==> src/rtl/riscv_pkg.sv <==
// Shared RISC-V definitions: datapath width, ALU control codes used by the
// ALU control decoder and the execute stage, and the execute-stage FSM states.
package riscv_pkg;

    localparam int XLEN = 32;

    localparam logic [3:0] ALU_AND = 4'd1;
    localparam logic [3:0] ALU_XOR = 4'd2;
    localparam logic [3:0] ALU_SLL = 4'd3;
    localparam logic [3:0] ALU_ADD = 4'd4;
    localparam logic [3:0] ALU_SUB = 4'd5;
    localparam logic [3:0] ALU_MUL = 4'd6;
    localparam logic [3:0] ALU_SRA = 4'd7;
    localparam logic [3:0] ALU_OR  = 4'd8;

    typedef enum logic {
        IDLE = 1'b0,
        MUL  = 1'b1
    } alu_state_t;

endpackage

==> src/rtl/ex_alu_unit_if.sv <==
// Operation/result bundle between the ID/EX register, the hazard unit and the
// execute-stage ALU. The master side presents operations; the ALU is the slave.
interface ex_alu_unit_if;

    // Handshake: an op is taken when valid_i=1, flush_i=0 and stall_o=0 at a
    // rising edge, except that a MUL is latched in the cycle it first appears
    // (stall_o=1) and the master must hold it until stall_o drops.
    // valid_o is a one-cycle pulse qualifying result_o/zero_o.
    logic                       valid_i;
    logic                       flush_i;
    logic [3:0]                 ALUCtrl_i;
    logic [riscv_pkg::XLEN-1:0] data1_i;
    logic [riscv_pkg::XLEN-1:0] data2_i;
    logic                       stall_o;
    logic                       valid_o;
    logic [riscv_pkg::XLEN-1:0] result_o;
    logic                       zero_o;

    modport master (
        output valid_i, flush_i, ALUCtrl_i, data1_i, data2_i,
        input  stall_o, valid_o, result_o, zero_o
    );

    modport slave (
        input  valid_i, flush_i, ALUCtrl_i, data1_i, data2_i,
        output stall_o, valid_o, result_o, zero_o
    );

endinterface

==> src/rtl/mul_iter.sv <==
// Iterative shift-add multiplier retiring MUL_BITS multiplier bits per cycle.
// done_o marks the final step; product_o is the accumulator after that step.
module mul_iter
    import riscv_pkg::*;
#(
    parameter int MUL_BITS = 2
) (
    input  logic            clk_i,
    input  logic            rst_i,
    input  logic            start_i,
    input  logic            abort_i,
    input  logic [XLEN-1:0] a_i,
    input  logic [XLEN-1:0] b_i,
    output logic            done_o,
    output logic [XLEN-1:0] product_o
);

    localparam int STEPS = XLEN / MUL_BITS;

    logic [XLEN-1:0] a_sh;
    logic [XLEN-1:0] b_sh;
    logic [XLEN-1:0] acc;
    logic [XLEN-1:0] acc_next;
    logic [XLEN-1:0] partial;
    logic [5:0]      cnt;

    // a_sh carries the multiplicand pre-shifted to the weight of b_sh[0].
    always_comb begin
        partial = '0;
        for (int i = 0; i < MUL_BITS; i++) begin
            if (b_sh[i]) begin
                partial = partial + (a_sh << i);
            end
        end
        acc_next = acc + partial;
    end

    assign product_o = acc_next;
    assign done_o    = (cnt == 6'd1);

    always_ff @(posedge clk_i) begin
        if (rst_i) begin
            a_sh <= '0;
            b_sh <= '0;
            acc  <= '0;
            cnt  <= '0;
        end else if (abort_i) begin
            cnt <= '0;
        end else if (start_i) begin
            a_sh <= a_i;
            b_sh <= b_i;
            acc  <= '0;
            cnt  <= 6'(STEPS);
        end else if (cnt != 6'd0) begin
            acc  <= acc_next;
            a_sh <= a_sh << MUL_BITS;
            b_sh <= b_sh >> MUL_BITS;
            cnt  <= cnt - 6'd1;
        end
    end

endmodule

==> src/rtl/ex_alu_unit.sv <==
// Execute-stage ALU: single-cycle logic/shift/add ops with a registered result,
// plus an iterative multiply that stalls the ID/EX register until it completes.
module ex_alu_unit
    import riscv_pkg::*;
#(
    parameter int MUL_BITS = 2
) (
    input  logic                clk_i,
    input  logic                rst_i,
    ex_alu_unit_if.slave        bus,
    output alu_state_t          state_o
);

    alu_state_t      state;
    logic [XLEN-1:0] alu_res;
    logic [XLEN-1:0] mul_product;
    logic            mul_done;
    logic            mul_start;
    logic            mul_abort;
    logic            stall;
    logic            valid_q;
    logic [XLEN-1:0] result_q;
    logic            zero_q;

    always_comb begin
        alu_res = '0;
        case (bus.ALUCtrl_i)
            ALU_AND: alu_res = bus.data1_i & bus.data2_i;
            ALU_XOR: alu_res = bus.data1_i ^ bus.data2_i;
            ALU_SLL: alu_res = bus.data1_i << bus.data2_i[4:0];
            ALU_ADD: alu_res = bus.data1_i + bus.data2_i;
            ALU_SUB: alu_res = bus.data1_i - bus.data2_i;
            ALU_SRA: alu_res = XLEN'($signed(bus.data1_i) >>> bus.data2_i[4:0]);
            ALU_OR:  alu_res = bus.data1_i | bus.data2_i;
            default: alu_res = '0;
        endcase
    end

    assign mul_start = (state == IDLE) && bus.valid_i && !bus.flush_i &&
                       (bus.ALUCtrl_i == ALU_MUL);
    assign mul_abort = (state == MUL) && bus.flush_i;

    mul_iter #(.MUL_BITS(MUL_BITS)) u_mul (
        .clk_i     (clk_i),
        .rst_i     (rst_i),
        .start_i   (mul_start),
        .abort_i   (mul_abort),
        .a_i       (bus.data1_i),
        .b_i       (bus.data2_i),
        .done_o    (mul_done),
        .product_o (mul_product)
    );

    // Stall is released on the final multiply step so the next op lines up
    // with the cycle the product becomes visible.
    always_comb begin
        stall = 1'b0;
        if (!rst_i && !bus.flush_i) begin
            case (state)
                IDLE:    stall = mul_start;
                MUL:     stall = !mul_done;
                default: stall = 1'b0;
            endcase
        end
    end

    always_ff @(posedge clk_i) begin
        if (rst_i) begin
            state    <= IDLE;
            valid_q  <= 1'b0;
            result_q <= '0;
            zero_q   <= 1'b0;
        end else begin
            valid_q <= 1'b0;
            case (state)
                IDLE: begin
                    if (bus.valid_i && !bus.flush_i) begin
                        if (bus.ALUCtrl_i == ALU_MUL) begin
                            state <= MUL;
                        end else begin
                            result_q <= alu_res;
                            zero_q   <= (alu_res == '0);
                            valid_q  <= 1'b1;
                        end
                    end
                end
                MUL: begin
                    if (bus.flush_i) begin
                        state <= IDLE;
                    end else if (mul_done) begin
                        result_q <= mul_product;
                        zero_q   <= (mul_product == '0);
                        valid_q  <= 1'b1;
                        state    <= IDLE;
                    end
                end
                default: state <= IDLE;
            endcase
        end
    end

    assign bus.stall_o  = stall;
    assign bus.valid_o  = valid_q;
    assign bus.result_o = result_q;
    assign bus.zero_o   = zero_q;
    assign state_o      = state;

endmodule

==> src/flat_wrapper.sv <==
// flat-port wrapper written by rule: the top's interface ports become plain ports
module ex_alu_unit_flat import riscv_pkg::*;
#(
    parameter int MUL_BITS = 2
)
  (clk_i, rst_i, state_o, bus_valid_i, bus_flush_i, bus_ALUCtrl_i, bus_data1_i, bus_data2_i, bus_stall_o, bus_valid_o, bus_result_o, bus_zero_o);
  ex_alu_unit_if bus_i ();
  input  logic clk_i;
  input  logic rst_i;
  output alu_state_t state_o;
  input wire logic [$bits(bus_i.valid_i)-1:0] bus_valid_i;
  input wire logic [$bits(bus_i.flush_i)-1:0] bus_flush_i;
  input wire logic [$bits(bus_i.ALUCtrl_i)-1:0] bus_ALUCtrl_i;
  input wire logic [$bits(bus_i.data1_i)-1:0] bus_data1_i;
  input wire logic [$bits(bus_i.data2_i)-1:0] bus_data2_i;
  output wire logic [$bits(bus_i.stall_o)-1:0] bus_stall_o;
  output wire logic [$bits(bus_i.valid_o)-1:0] bus_valid_o;
  output wire logic [$bits(bus_i.result_o)-1:0] bus_result_o;
  output wire logic [$bits(bus_i.zero_o)-1:0] bus_zero_o;
  assign bus_i.valid_i = bus_valid_i;
  assign bus_i.flush_i = bus_flush_i;
  assign bus_i.ALUCtrl_i = bus_ALUCtrl_i;
  assign bus_i.data1_i = bus_data1_i;
  assign bus_i.data2_i = bus_data2_i;
  assign bus_stall_o = bus_i.stall_o;
  assign bus_valid_o = bus_i.valid_o;
  assign bus_result_o = bus_i.result_o;
  assign bus_zero_o = bus_i.zero_o;
  ex_alu_unit #(.MUL_BITS(MUL_BITS)) u_core (.clk_i(clk_i), .rst_i(rst_i), .bus(bus_i), .state_o(state_o));
endmodule
==> config.mk <==
export PLATFORM = sky130hd
export DESIGN_NAME = ex_alu_unit_flat
export DESIGN_NICKNAME = d
export VERILOG_FILES = /design/src/rtl/riscv_pkg.sv /design/src/rtl/ex_alu_unit_if.sv /design/src/rtl/mul_iter.sv /design/src/rtl/ex_alu_unit.sv /design/src/flat_wrapper.sv
export SDC_FILE = /design/constraint.sdc
export NUM_CORES = 1
export LEC_CHECK = 0
export ABC_AREA = 1
export ABC_CLOCK_PERIOD_IN_PS = 4600
export CAP_MARGIN = 20
export CORE_ASPECT_RATIO = 1.2
export CORE_MARGIN = 3
export CORE_UTILIZATION = 45
export DETAILED_ROUTE_END_ITERATION = 12
export DONT_BUFFER_PORTS = 1
export SKIP_CTS_REPAIR_TIMING = 1
export SLEW_MARGIN = 20
export SYNTH_ARGS = -nofsm -noshare
export SYNTH_HDL_FRONTEND = slang
export SYNTH_HIERARCHICAL = 1
export SYNTH_SLANG_ARGS = --single-unit
==> constraint.sdc <==
create_clock -name clk_i -period 4.6 [get_ports clk_i]
set_clock_uncertainty 0.2 [all_clocks]
set_input_delay 0.92 -clock clk_i [delete_from_list [all_inputs] [get_ports clk_i]]
set_output_delay 0.92 -clock clk_i [all_outputs]
set_load 0.05 [all_outputs]
==> run metrics <==
status finished, violations left; violated checks negative setup slack; Highest Clock Rate 202 MHz; gate family responsible for the most delay along the worst path simple AND/OR/NAND/NOR gates; setup repair after global routing missed its margin yes; Sinks on Clock Net 137; clock latency of the later-clocked register in the worst-skew pair 0.45 ns; nets in the synthesized netlist 3451; IO buf count 0; CP max FO 5; leading post-synthesis cells by cell area nand2_1 22%, dfxtp_1 15%, nand3_1 12%, ha_1 10%, inv_1 6.9%; global-route wire length before repair 127000 µm; Period Utilization, post-route 107%; drt initial violations 2596; overall die width 190 µm; total overflow reported by the global router 0; Fin. Hold Viols 0; initial core utilization 45.8%; average wire length per cell after detail routing 20.9 µm; Critical Path Source Type flip-flop; Initial DRT Pass Iterations 6; count of standard-cell rows 80; worst path required time 4.78 ns; slowest stage delay, CP 0.40 ns; cell with the largest stage delay on the worst path fa_2; #FFs+latches synth 137; Avg Synthesized Cell Area 5.67 µm²; power density of the placed cells 319 nW/µm²; synthesized instance count 3225; detailed-route wire length 86500 µm; number of non-filler instances in the completed layout 4131; DP HPWL 68200 µm; TritonCTS clock tree yes; TritonCTS Buffers 17; CTS Root Buffer Type clkbuf_16; async set or reset register ratio after synthesis 0%; synthesis warning total 6; total cell area at the placement stage 21800 µm²; kind of path behind the tightest hold check reg2reg; area share of the largest cell type after synthesis 21.6%; final instance area 23600 µm²; maximum capacitance violations 0; ys flop type dfxtp_1; post-synth top area cell nand2_1; Max Transition Viols Final 0; most frequent cells in the layout 1023 x nand2_1, 469 x buf_4, 437 x nand3_1; antenna-violating nets left 0; data arrival time at the worst-slack endpoint 5.12 ns; maximum clock insertion buffer count 2; Synth Cell Area 18300 µm²; I/O Pins 108; share of layout cells above drive strength 1 21.6%; classification of the worst setup path reg2reg; slew of the pin with the lowest slew margin 1.06 ns; initial antenna violation count 0; Worst setup EP type flip-flop; CTS H-tree lvls 4; synthesis-to-finish area growth 29.4%; total setup violations reported at the end of the flow 2; total via count after detailed routing 23900; portion of the post-synthesis area used by sequential elements 15.0%; Clk pin slew, worst setup/hold paths 0.07 ns; Rel. slew slack 29.0%; number of unique standard cell types used by synthesis 66; area of the core 39900 µm²; DRC violation count after routing 0; net total in the final layout 3811; global routing usage summed across all routing layers 38.3%; RePlAce Congestion 1.11; Inst Count DP 4073; worst setup slack after layout -0.341 ns; area enclosed by the die boundary 43100 µm²; leading cell type in the layout, fill and taps excluded nand2_1; count of flip-flops with a built-in enable after synthesis 0; hold slack final 0.263 ns; overall die height 227 µm; count of inserted antenna diode cells 0; average via count per standard cell 5.77; vias in the first global route 22100; sum of negative setup slack -0.553 ns; total leakage power 12.2 nW; worst vdd rail ir drop 0.200 mV; largest net degree at the start of global routing 89; count of buffer and inverter cells on the critical path 4; shortest period the worst path allows 4.94 ns
==> registers in the layout, indices dropped and copies added (netlist names) <==
register / cells
u_core/bus.result_o: 32
u_core/bus.valid_o: 1
u_core/bus.zero_o: 1
u_core/state_o: 1
u_core/u_mul/a_sh: 32
u_core/u_mul/acc: 32
u_core/u_mul/b_sh: 32
u_core/u_mul/cnt: 6
==> cell type report <==
class                           instances  area [µm²]
Clock buffer                           19         443
Clock inverter                         13         158
Fill cell                            4014       16300
Inverter                              361        1370
Multi-Input combinational cell       2588       14600
Sequential cell                       137        2750
Tap cell                              533         667
Timing Repair Buffer                  480        3680
==> per-stage QoR <==
step	total power, mW	worst slack [ns]	util, %
floorplan	3.85	0.0343	-
finish	7.53	-0.341	59.2
global route	7.99	-0.578	59.2
detailed placement	5.58	-0.738	54.5
global placement	5.52	-0.705	54.5
CTS	7.05	-0.787	56.0
==> worst register-to-register path: cells and delay by family, from the launching register on <==
kind	cells	cell delay [ns]
simple gates	19	2.51
fa+ha+maj	3	0.89
compound gates	4	0.54
buf+inv	4	0.39
flops	1	0.36
==> synth_stat cells (3+ instances only) <==
library cell,number
nor2_1,196
buf_4,5
clkbuf_1,76
a21oi_1,135
inv_1,336
nor2_4,6
nand3_2,8
nor3_2,3
nand3_1,452
nand3b_1,11
a32o_1,14
ha_1,151
a21o_1,12
o2111ai_1,4
nor2_2,8
nand4_1,16
or2_2,11
o21ai_2,4
or2_1,6
nor4_1,9
inv_2,22
fa_1,3
o21ai_1,23
xnor2_1,10
o21bai_1,11
nor3_1,30
and3_1,3
buf_2,31
a221oi_1,7
and2_1,6
o211ai_1,17
a31oi_1,69
nand2_2,24
nand2_1,1052
o21ai_0,191
buf_6,5
o31ai_1,6
xor2_1,62
dfxtp_1,137
buf_1,20
==> worst paths after layout <==
kind,end,startpoint,cells past startpoint,slack [ns]
min reg2reg,u_core/u_mul/b_sh[30],u_core/u_mul/b_sh[30],2,0.26
min,u_core/u_mul/b_sh[30],u_core/u_mul/b_sh[30],2,0.26
max reg2reg,u_core/bus.zero_o,u_core/u_mul/b_sh[0],30,-0.34
max,u_core/bus.zero_o,u_core/u_mul/b_sh[0],30,-0.34
==> per-layer routing <==
layer	wire length [µm]	track usage, %	up-vias
li1	-	-	11400
met3	6500	5.83	325
met1	32300	43.5	11000
met2	39600	64.5	1158
met5	0	0	-
met4	8090	29.2	0
==> cells by family (layout without fill, tap and decap cells) <==
kind of cell / count (synthesis) / after routing / share of synthesized area [%]
fa+ha+maj: 154 / 154 / 10.7
xor+xnor: 72 / 72 / 3.45
flops: 137 / 137 / 15.0
buf+inv: 500 / 873 / 10.9
simple gates: 1849 / 1849 / 43.7
compound gates: 513 / 513 / 16.3
==> power by group <==
group	switching (mW)	leakage, nW	total, mW	internal (mW)
clock	0.612	0.285	1.44	0.828
combinational	2.51	10.8	4.37	1.86
sequential	0.286	1.12	1.73	1.44
Note: power is estimated with default switching activity, not from simulation.
